`config.mk`:
```
export PLATFORM = sky130hd
export DESIGN_NAME = tdm_demux41
export DESIGN_NICKNAME = d
export VERILOG_FILES = /design/src/rtl/tdm_demux41.sv
export SDC_FILE = /design/constraint.sdc
export NUM_CORES = 1
export LEC_CHECK = 0
export CELL_PAD_IN_SITES_DETAIL_PLACEMENT = 1
export CELL_PAD_IN_SITES_GLOBAL_PLACEMENT = 2
export CORE_UTILIZATION = 29
export DETAILED_ROUTE_END_ITERATION = 10
export PLACE_DENSITY = 0.71
export SLEW_MARGIN = 30
export SYNTH_ARGS = -nofsm -noshare
export SYNTH_HDL_FRONTEND = slang
export SYNTH_SLANG_ARGS = --single-unit
```
`constraint.sdc`:
```
create_clock -name clk -period 2.1 [get_ports clk]
set_input_delay 0.315 -clock clk [delete_from_list [all_inputs] [get_ports clk]]
set_output_delay 0.315 -clock clk [all_outputs]
set_load 0.05 [all_outputs]
```
`src/rtl/tdm_demux41.sv`:
```
// -----------------------------------------------------------------------------
// tdm_demux41
//
// Demultiplexes a four-slot time-division frame into four parallel registered
// outputs. A slot is presented on d whenever en is high; sync, sampled together
// with en, marks slot 0 of a frame. Slots 0..2 are collected in shadow
// registers. The slot-3 strobe loads all four outputs in one edge, so a frame
// appears on y0..y3 atomically, together with a one-cycle frame_valid pulse.
//
// Framing FSM:
//   HUNT : waiting for a sync-marked slot; everything else is ignored.
//   RUN  : locked to the frame. A missing sync at slot 0 drops back to HUNT.
//          An early sync (slots 1..3) restarts the frame and stays in RUN.
//          Both cases pulse sync_err.
//
// Handshake: there is no back-pressure. Each cycle with en=1 delivers exactly
// one slot, and d and sync are meaningful only in that cycle. With en=0 the
// block holds all state and the pulse outputs are 0.
//
// Ports:
//   clk         in   single clock, rising edge
//   rst         in   asynchronous active-high reset
//   en          in   slot strobe
//   d           in   [WIDTH] slot data
//   sync        in   slot-0 marker, qualified by en
//   y0..y3      out  [WIDTH] last complete frame, registered
//   s           out  [2] index of the slot expected on the next en
//   locked      out  1 while the FSM is in RUN
//   frame_valid out  one-cycle pulse when y0..y3 update
//   sync_err    out  one-cycle pulse on a framing violation
// -----------------------------------------------------------------------------
module tdm_demux41 #(
  parameter int WIDTH = 1
) (
  input  logic             clk,
  input  logic             rst,
  input  logic             en,
  input  logic [WIDTH-1:0] d,
  input  logic             sync,
  output logic [WIDTH-1:0] y0,
  output logic [WIDTH-1:0] y1,
  output logic [WIDTH-1:0] y2,
  output logic [WIDTH-1:0] y3,
  output logic [1:0]       s,
  output logic             locked,
  output logic             frame_valid,
  output logic             sync_err
);

  typedef enum logic {
    HUNT = 1'b0,
    RUN  = 1'b1
  } state_t;

  state_t           state_q, state_d;
  logic [1:0]       s_q, s_d;
  logic [WIDTH-1:0] sh [4];

  // Decoded actions for the current cycle.
  logic             cap;        // write d into sh[cap_idx]
  logic [1:0]       cap_idx;
  logic             frame_load; // slot 3 of a good frame: update outputs
  logic             err_d;

  // ---------------------------------------------------------------------------
  // Next-state and action decode
  // ---------------------------------------------------------------------------
  always_comb begin
    state_d    = state_q;
    s_d        = s_q;
    cap        = 1'b0;
    cap_idx    = s_q;
    frame_load = 1'b0;
    err_d      = 1'b0;

    if (en) begin
      unique case (state_q)
        HUNT: begin
          if (sync) begin
            cap     = 1'b1;
            cap_idx = 2'd0;
            s_d     = 2'd1;
            state_d = RUN;
          end
        end

        RUN: begin
          if (sync) begin
            // Sync at slot 0 is a normal frame start; anywhere else it
            // abandons the partial frame but the new slot 0 is still kept.
            err_d   = (s_q != 2'd0);
            cap     = 1'b1;
            cap_idx = 2'd0;
            s_d     = 2'd1;
          end else if (s_q == 2'd0) begin
            // Missing sync: lose lock, discard this slot.
            err_d   = 1'b1;
            state_d = HUNT;
          end else if (s_q == 2'd3) begin
            frame_load = 1'b1;
            cap        = 1'b1;
            s_d        = 2'd0;
          end else begin
            cap = 1'b1;
            s_d = s_q + 2'd1;
          end
        end

        default: begin
          state_d = HUNT;
          s_d     = 2'd0;
        end
      endcase
    end
  end

  // ---------------------------------------------------------------------------
  // State, shadow and output registers
  // ---------------------------------------------------------------------------
  always_ff @(posedge clk or posedge rst) begin
    if (rst) begin
      state_q     <= HUNT;
      s_q         <= 2'd0;
      for (int i = 0; i < 4; i++) sh[i] <= '0;
      y0          <= '0;
      y1          <= '0;
      y2          <= '0;
      y3          <= '0;
      frame_valid <= 1'b0;
      sync_err    <= 1'b0;
    end else begin
      state_q <= state_d;
      s_q     <= s_d;
      if (cap) sh[cap_idx] <= d;
      if (frame_load) begin
        // Slot 3 goes straight from d so the frame lands one clock after
        // its last strobe.
        y0 <= sh[0];
        y1 <= sh[1];
        y2 <= sh[2];
        y3 <= d;
      end
      frame_valid <= frame_load;
      sync_err    <= err_d;
    end
  end

  assign s      = s_q;
  assign locked = (state_q == RUN);

endmodule

```
==> results of run 1 <==
==> flip-flops by register name (all words and copies together), names as in the netlist <==
signal / count
frame_valid: 1
locked: 1
s: 2
sh: 3
sync_err: 1
y0: 1
y1: 1
y2: 1
y3: 1
==> worst reg2reg max path: cells and delay by family, from the launching register on <==
family        cells  cell delay (ns)
fa+ha+maj         2             0.46
simple gates      2             0.39
buf+inv           1             0.07
mux               1             0.31
flops             1             0.36
==> metal layers <==
| metal | global-route usage | wire (µm) |
|---|---|---|
| met1 | 0.184 | 576 |
| met2 | 0.192 | 533 |
| met3 | 0.0235 | 19 |
| met4 | 0.0706 | 0 |
| met5 | 0 | 0 |
==> final cells by class <==
type / count / area, µm²
inverter: 5 / 18.8
clock buffer: 4 / 36.3
tap: 25 / 31.3
fill: 205 / 1000
sequential: 12 / 300
timing repair buffer: 16 / 153
multi-input combinational: 29 / 241
==> per-stage QoR <==
step | setup WS [ns] | power, mW | hold slack, ns | area, µm² | instances
global route | 0.0953 | 1.33 | 0.424 | 781 | 91
global placement | 0.189 | 1.07 | 0.474 | 744 | 87
detailed placement | 0.192 | 1.08 | 0.483 | 744 | 87
floorplan | 0.0152 | 0.836 | 0.180 | 566 | 47
CTS | 0.152 | 1.27 | 0.365 | 781 | 91
finish | 0.146 | 1.25 | 0.349 | 781 | 91
==> cell usage in the layout, fill, tap and decap left out <==
cell type        count
a21oi_1              1
a31oi_1              1
a32o_1               1
and2_1               1
and4bb_1             1
buf_4                3
clkbuf_4             3
clkbuf_8             1
clkdlybuf4s50_1     13
dfrtp_1             12
ha_1                 4
inv_1                5
mux2_1               3
mux2_2               4
nand2_1              2
nand3_1              2
nand4_1              1
nor2_1               1
nor2b_1              1
nor3b_1              1
nor4b_1              1
o211ai_1             1
o21ai_0              3
==> cells by family after synthesis <==
| kind of cell | count (synthesis) | share of synthesized area |
|---|---|---|
| flip-flops | 12 | 0.531 |
| AND/OR/NAND/NOR | 11 | 0.122 |
| AO/OA/AOI/OAI | 7 | 0.0774 |
| multiplexers | 7 | 0.139 |
| buffers and inverters | 6 | 0.0420 |
| adder cells (fa/ha/maj) | 4 | 0.0885 |
==> power by group through the flow <==
stage	clock, mW	combinational (mW)	sequential (mW)
floorplan	0	0.191	0.645
global placement	0	0.684	0.391
detailed placement	0	0.681	0.394
CTS	0.189	0.687	0.389
global route	0.197	0.733	0.402
finish	0.182	0.680	0.389
==> synth_stat cells, drive strengths merged <==
library cell / count
nand4: 1
nor3b: 1
and2: 1
dfrtp: 12
a32o: 1
nand2: 2
ha: 4
nor2b: 1
a21oi: 1
buf: 1
nor2: 1
o211ai: 1
mux2: 7
a31oi: 1
nand3: 2
nor4b: 1
and4bb: 1
o21ai: 3
inv: 5
==> worst min path at each step <==
| stage | start | end | slack (ns) |
|---|---|---|---|
| after floorplan | rst | frame_valid$_DFF_PP0_ | 0.18 |
| after global placement | sh[2]$_DFFE_PP0P_ | sh[2]$_DFFE_PP0P_ | 0.47 |
| after detailed placement | sh[3]$_DFFE_PP0P_ | sh[3]$_DFFE_PP0P_ | 0.48 |
| after CTS | rst | y0$_DFFE_PP0P_ | 0.36 |
| after global routing | rst | y0$_DFFE_PP0P_ | 0.42 |
| final | rst | y3$_DFFE_PP0P_ | 0.35 |
==> out/qor.csv, run 1 <==
metric,value,unit
Max Cap Viol,0,
Residual DRC,0,
post-CTS sizing,0,
I/O Pins,14,
post-DP HPWL,873,µm
Yosys Warn Count,0,
Die X,46.2,µm
Logic pwr share,0.544,
CP startpoint,locked$_DFFE_PP0P_,
Layout Skew,0.00314,ns
first-pass GRT wire length,1.98,mm
Sw Ratio,0.442,
DR pass1 iterations,2,
htree depth,1,
final wirelength,1.13,mm
PortBufs,13,
worst r2r src,s[0]$_DFFE_PP0P_,
"Largest stage delay, worst path",0.87,ns
pwr/cell area,1600,nW/µm²
overflow left after global routing,0,
Final #Nets,76,
Synth cell types,20,
Buf/Inv on CP,1,
"Max stage delay cell, worst path",clkdlybuf4s50_1,
critical path class,register to output pin,
Mapped Cells,47,
crit-path leading delay family,buffers and inverters,
TNS Setup,0,ns
row count,15,
drt wl/cell,12.4,µm
gpl congestion,0.651,
worst-margin pin slew,0.505,ns
remaining antenna violation count,0,
CP cell instances,clkdlybuf4s50_1,
reg2reg setup slack,0.39,ns
static leakage,0.361,nW
Slew HR,0.662,
# setup viols final,0,
register area share after synthesis,0.531,
CP endpoint kind,output pin,
Bufs on Longest Clock Path,2,
Worst Path Arrival,1.64,ns
final hold vios,0,
Worst setup SP type,register,
Fmax achieved,512,MHz
DIE HEIGHT,46.2,µm
clock buffer count from CTS,3,
top cell type's share of synthesized area,0.531,
pin count of the biggest net entering global routing,13,
maximum net fanout on the critical path,10,
Reg2Reg Depth,6,
"Net Count, Synth",56,
vias in the first global route,425,
Final Util,0.438,
Clock Tree Root,clkbuf_4,
Switch Pwr,0.553,mW
part of the power in registers,0.311,
Area contributors post-synth,"dfrtp_1 53%, ha_1 8.8%, mux2_2 8.0%",
CTS tree,yes,
hold buffers post-CTS,0,
worst r2r dst,sh[2]$_DFFE_PP0P_,
end of the critical path,locked,
Clock Power Share,0.145,
area delta synth->final,38.1,%
part of the cycle the worst path needs,0.930,
worst skew pair latency,0.27,ns
clock sink total,12,
P_int,0.698,mW
"Clk pin slew, worst setup/hold paths",0.08,ns
HP Class,input port to asynchronous set/reset pin,
DR vias/cell,4.45,
min cycle time layout,1.95,ns
WP data required,1.78,ns
Yosys top cell by area,dfrtp_1,
maximum VDD drop,554,µV
initial antenna violation count,0,
#FFs+latches synth,12,
outcome,"finished, final reports clean",
RSZ-0062 raised after global routing,no,
vias,405,
GR Util All Layers,0.132,
Detailed Route Iter0 Violations,2,
Initial Util,0.317,
Pins Over Slew Limit,0,
# diodes,0,
DIE AREA,2130,µm²
syn avg cell area,12.0,µm²
layout cell share with drive strength beyond 1,0.167,
Synth Cell Area,566,µm²
critical path depth,1,
core area,1780,µm²
setup repair bufs after CTS,0,
No activity file was read; power rests on OpenSTA's default activity.
==> run 2, diff against run 1 <==
- clock period: 2.1 -> 2 ns (I/O delays scaled with it)
==> run 2 against run 1 <==
Cell count did not move. First-iteration DRC count did not move. Die area did not move. Setup slack improved by 0.021 ns. Combinational power rose by 0.6%. Hold slack got worse by 0.014 ns. Register-to-register slack got worse by 0.20 ns. Largest cell class unchanged.
==> out/qor.csv, run 2 (synthesized netlist as in run 1, its figures left out) <==
metric,value,unit
outcome,"finished, final reports clean",
CP cell instances,clkdlybuf4s50_1,
Max Cap Viol,0,
DR pass1 iterations,2,
row count,15,
Pins Over Slew Limit,0,
Clock Power Share,0.121,
post-placement cell count,87,
CP startpoint,s[0]$_DFFE_PP0P_,
maximum net fanout on the critical path,7,
min cycle time layout,1.83,ns
Fmax achieved,546,MHz
"Max stage delay cell, worst path",clkdlybuf4s50_1,
part of the power in registers,0.337,
area delta synth->final,36.7,%
I/O Pins,14,
dpl ws,0.0748,ns
post-place instance area,747,µm²
critical path class,register to output pin,
final hold vios,0,
most frequent cells in the layout,"13 x clkdlybuf4s50_1, 10 x dfrtp_1, 5 x inv_1",
"Largest stage delay, worst path",0.82,ns
PortBufs,13,
Post-Layout Cell Count,91,
pin count of the biggest net entering global routing,13,
pwr/cell area,1630,nW/µm²
fin area,773,µm²
CTS tree,yes,
Slew HR,0.669,
part of the cycle the worst path needs,0.917,
initial antenna violation count,0,
first-pass GRT wire length,1.81,mm
WP data required,1.70,ns
layout cell share with drive strength beyond 1,0.182,
smallest setup slack after layout,0.167,ns
"Clk pin slew, worst setup/hold paths",0.08,ns
TNS Setup,0,ns
post-CTS sizing,0,
Top reg by flops,sh,
remaining antenna violation count,0,
Detailed Route Iter0 Violations,2,
Sw Ratio,0.450,
vias,419,
Layout Skew,0.0105,ns
HP Class,input port to asynchronous set/reset pin,
CP endpoint kind,output pin,
DIE AREA,2130,µm²
hold buffers post-CTS,0,
RSZ-0062 raised after global routing,no,
hold slack,0.334,ns
htree depth,1,
"commonest non-fill, non-tap cell in the layout",clkdlybuf4s50_1,
Buf/Inv on CP,1,
setup repair bufs after CTS,0,
core area,1780,µm²
worst skew pair latency,0.27,ns
Clock Tree Root,clkbuf_4,
Final #Nets,76,
worst-margin pin slew,0.496,ns
DIE HEIGHT,46.2,µm
GR Util All Layers,0.127,
reg2reg setup slack,0.19,ns
Residual DRC,0,
Initial Util,0.317,
maximum VDD drop,589,µV
# setup viols final,0,
Largest register FFs,3,
Die X,46.2,µm
clock sink total,12,
worst r2r src,s[0]$_DFFE_PP0P_,
static leakage,0.352,nW
final wirelength,1.12,mm
total power,1.26,mW
gpl congestion,0.690,
Worst setup SP type,register,
Worst Path Arrival,1.53,ns
post-DP HPWL,829,µm
Switch Pwr,0.568,mW
crit-path leading delay family,buffers and inverters,
P_int,0.694,mW
vias in the first global route,379,
overflow left after global routing,0,
# diodes,0,
clock buffer count from CTS,3,
drt wl/cell,12.3,µm
DR vias/cell,4.60,
Logic pwr share,0.542,
Bufs on Longest Clock Path,2,
Final Util,0.434,
run 2: changes by cell type in the layout (fill, tap and decap cells not counted):
cell      change
dfrtp_1       -2
dfrtp_2       +2
clkbuf_8      -1
clkbuf_1      +1
run 2: power groups by stage:
stage	clock [mW]	combinational [mW]	sequential, mW
after floorplan	0	0.200	0.682
after global placement	0	0.684	0.428
after detailed placement	0	0.683	0.433
after CTS	0.162	0.686	0.429
after global routing	0.174	0.727	0.442
final	0.152	0.684	0.426
run 2: final cells by class:
type | instances | area (µm²)
tap | 25 | 31.3
multi-input combinational | 29 | 241
inverter | 5 | 18.8
timing repair buffer | 16 | 153
sequential | 12 | 303
clock buffer | 4 | 26.3
fill | 198 | 1010
run 2: worst paths after layout:
kind,endpoint,depth (start not counted)
setup reg to reg,sh[1]$_DFFE_PP0P_,6
hold / removal,sh[2]$_DFFE_PP0P_,2
max in group asynchronous,s[0]$_DFFE_PP0P_,2
hold reg to reg,sh[1]$_DFFE_PP0P_,1
min in group clk,sh[1]$_DFFE_PP0P_,1
setup / recovery,s[0],1
run 2: metal layers:
layer  vias up  part of all wire  GRT usage
li1        205                 -          -
met1       204              0.52      0.167
met2         8              0.43      0.177
met3         2             0.037     0.0588
met4         0             0.017     0.0529
met5         -                 0          0
==> run 3, diff against run 2 <==
- CAP_MARGIN: not set -> 25
==> results of run 3 <==
Final layout, timing and power as in run 2 (identical DEF).
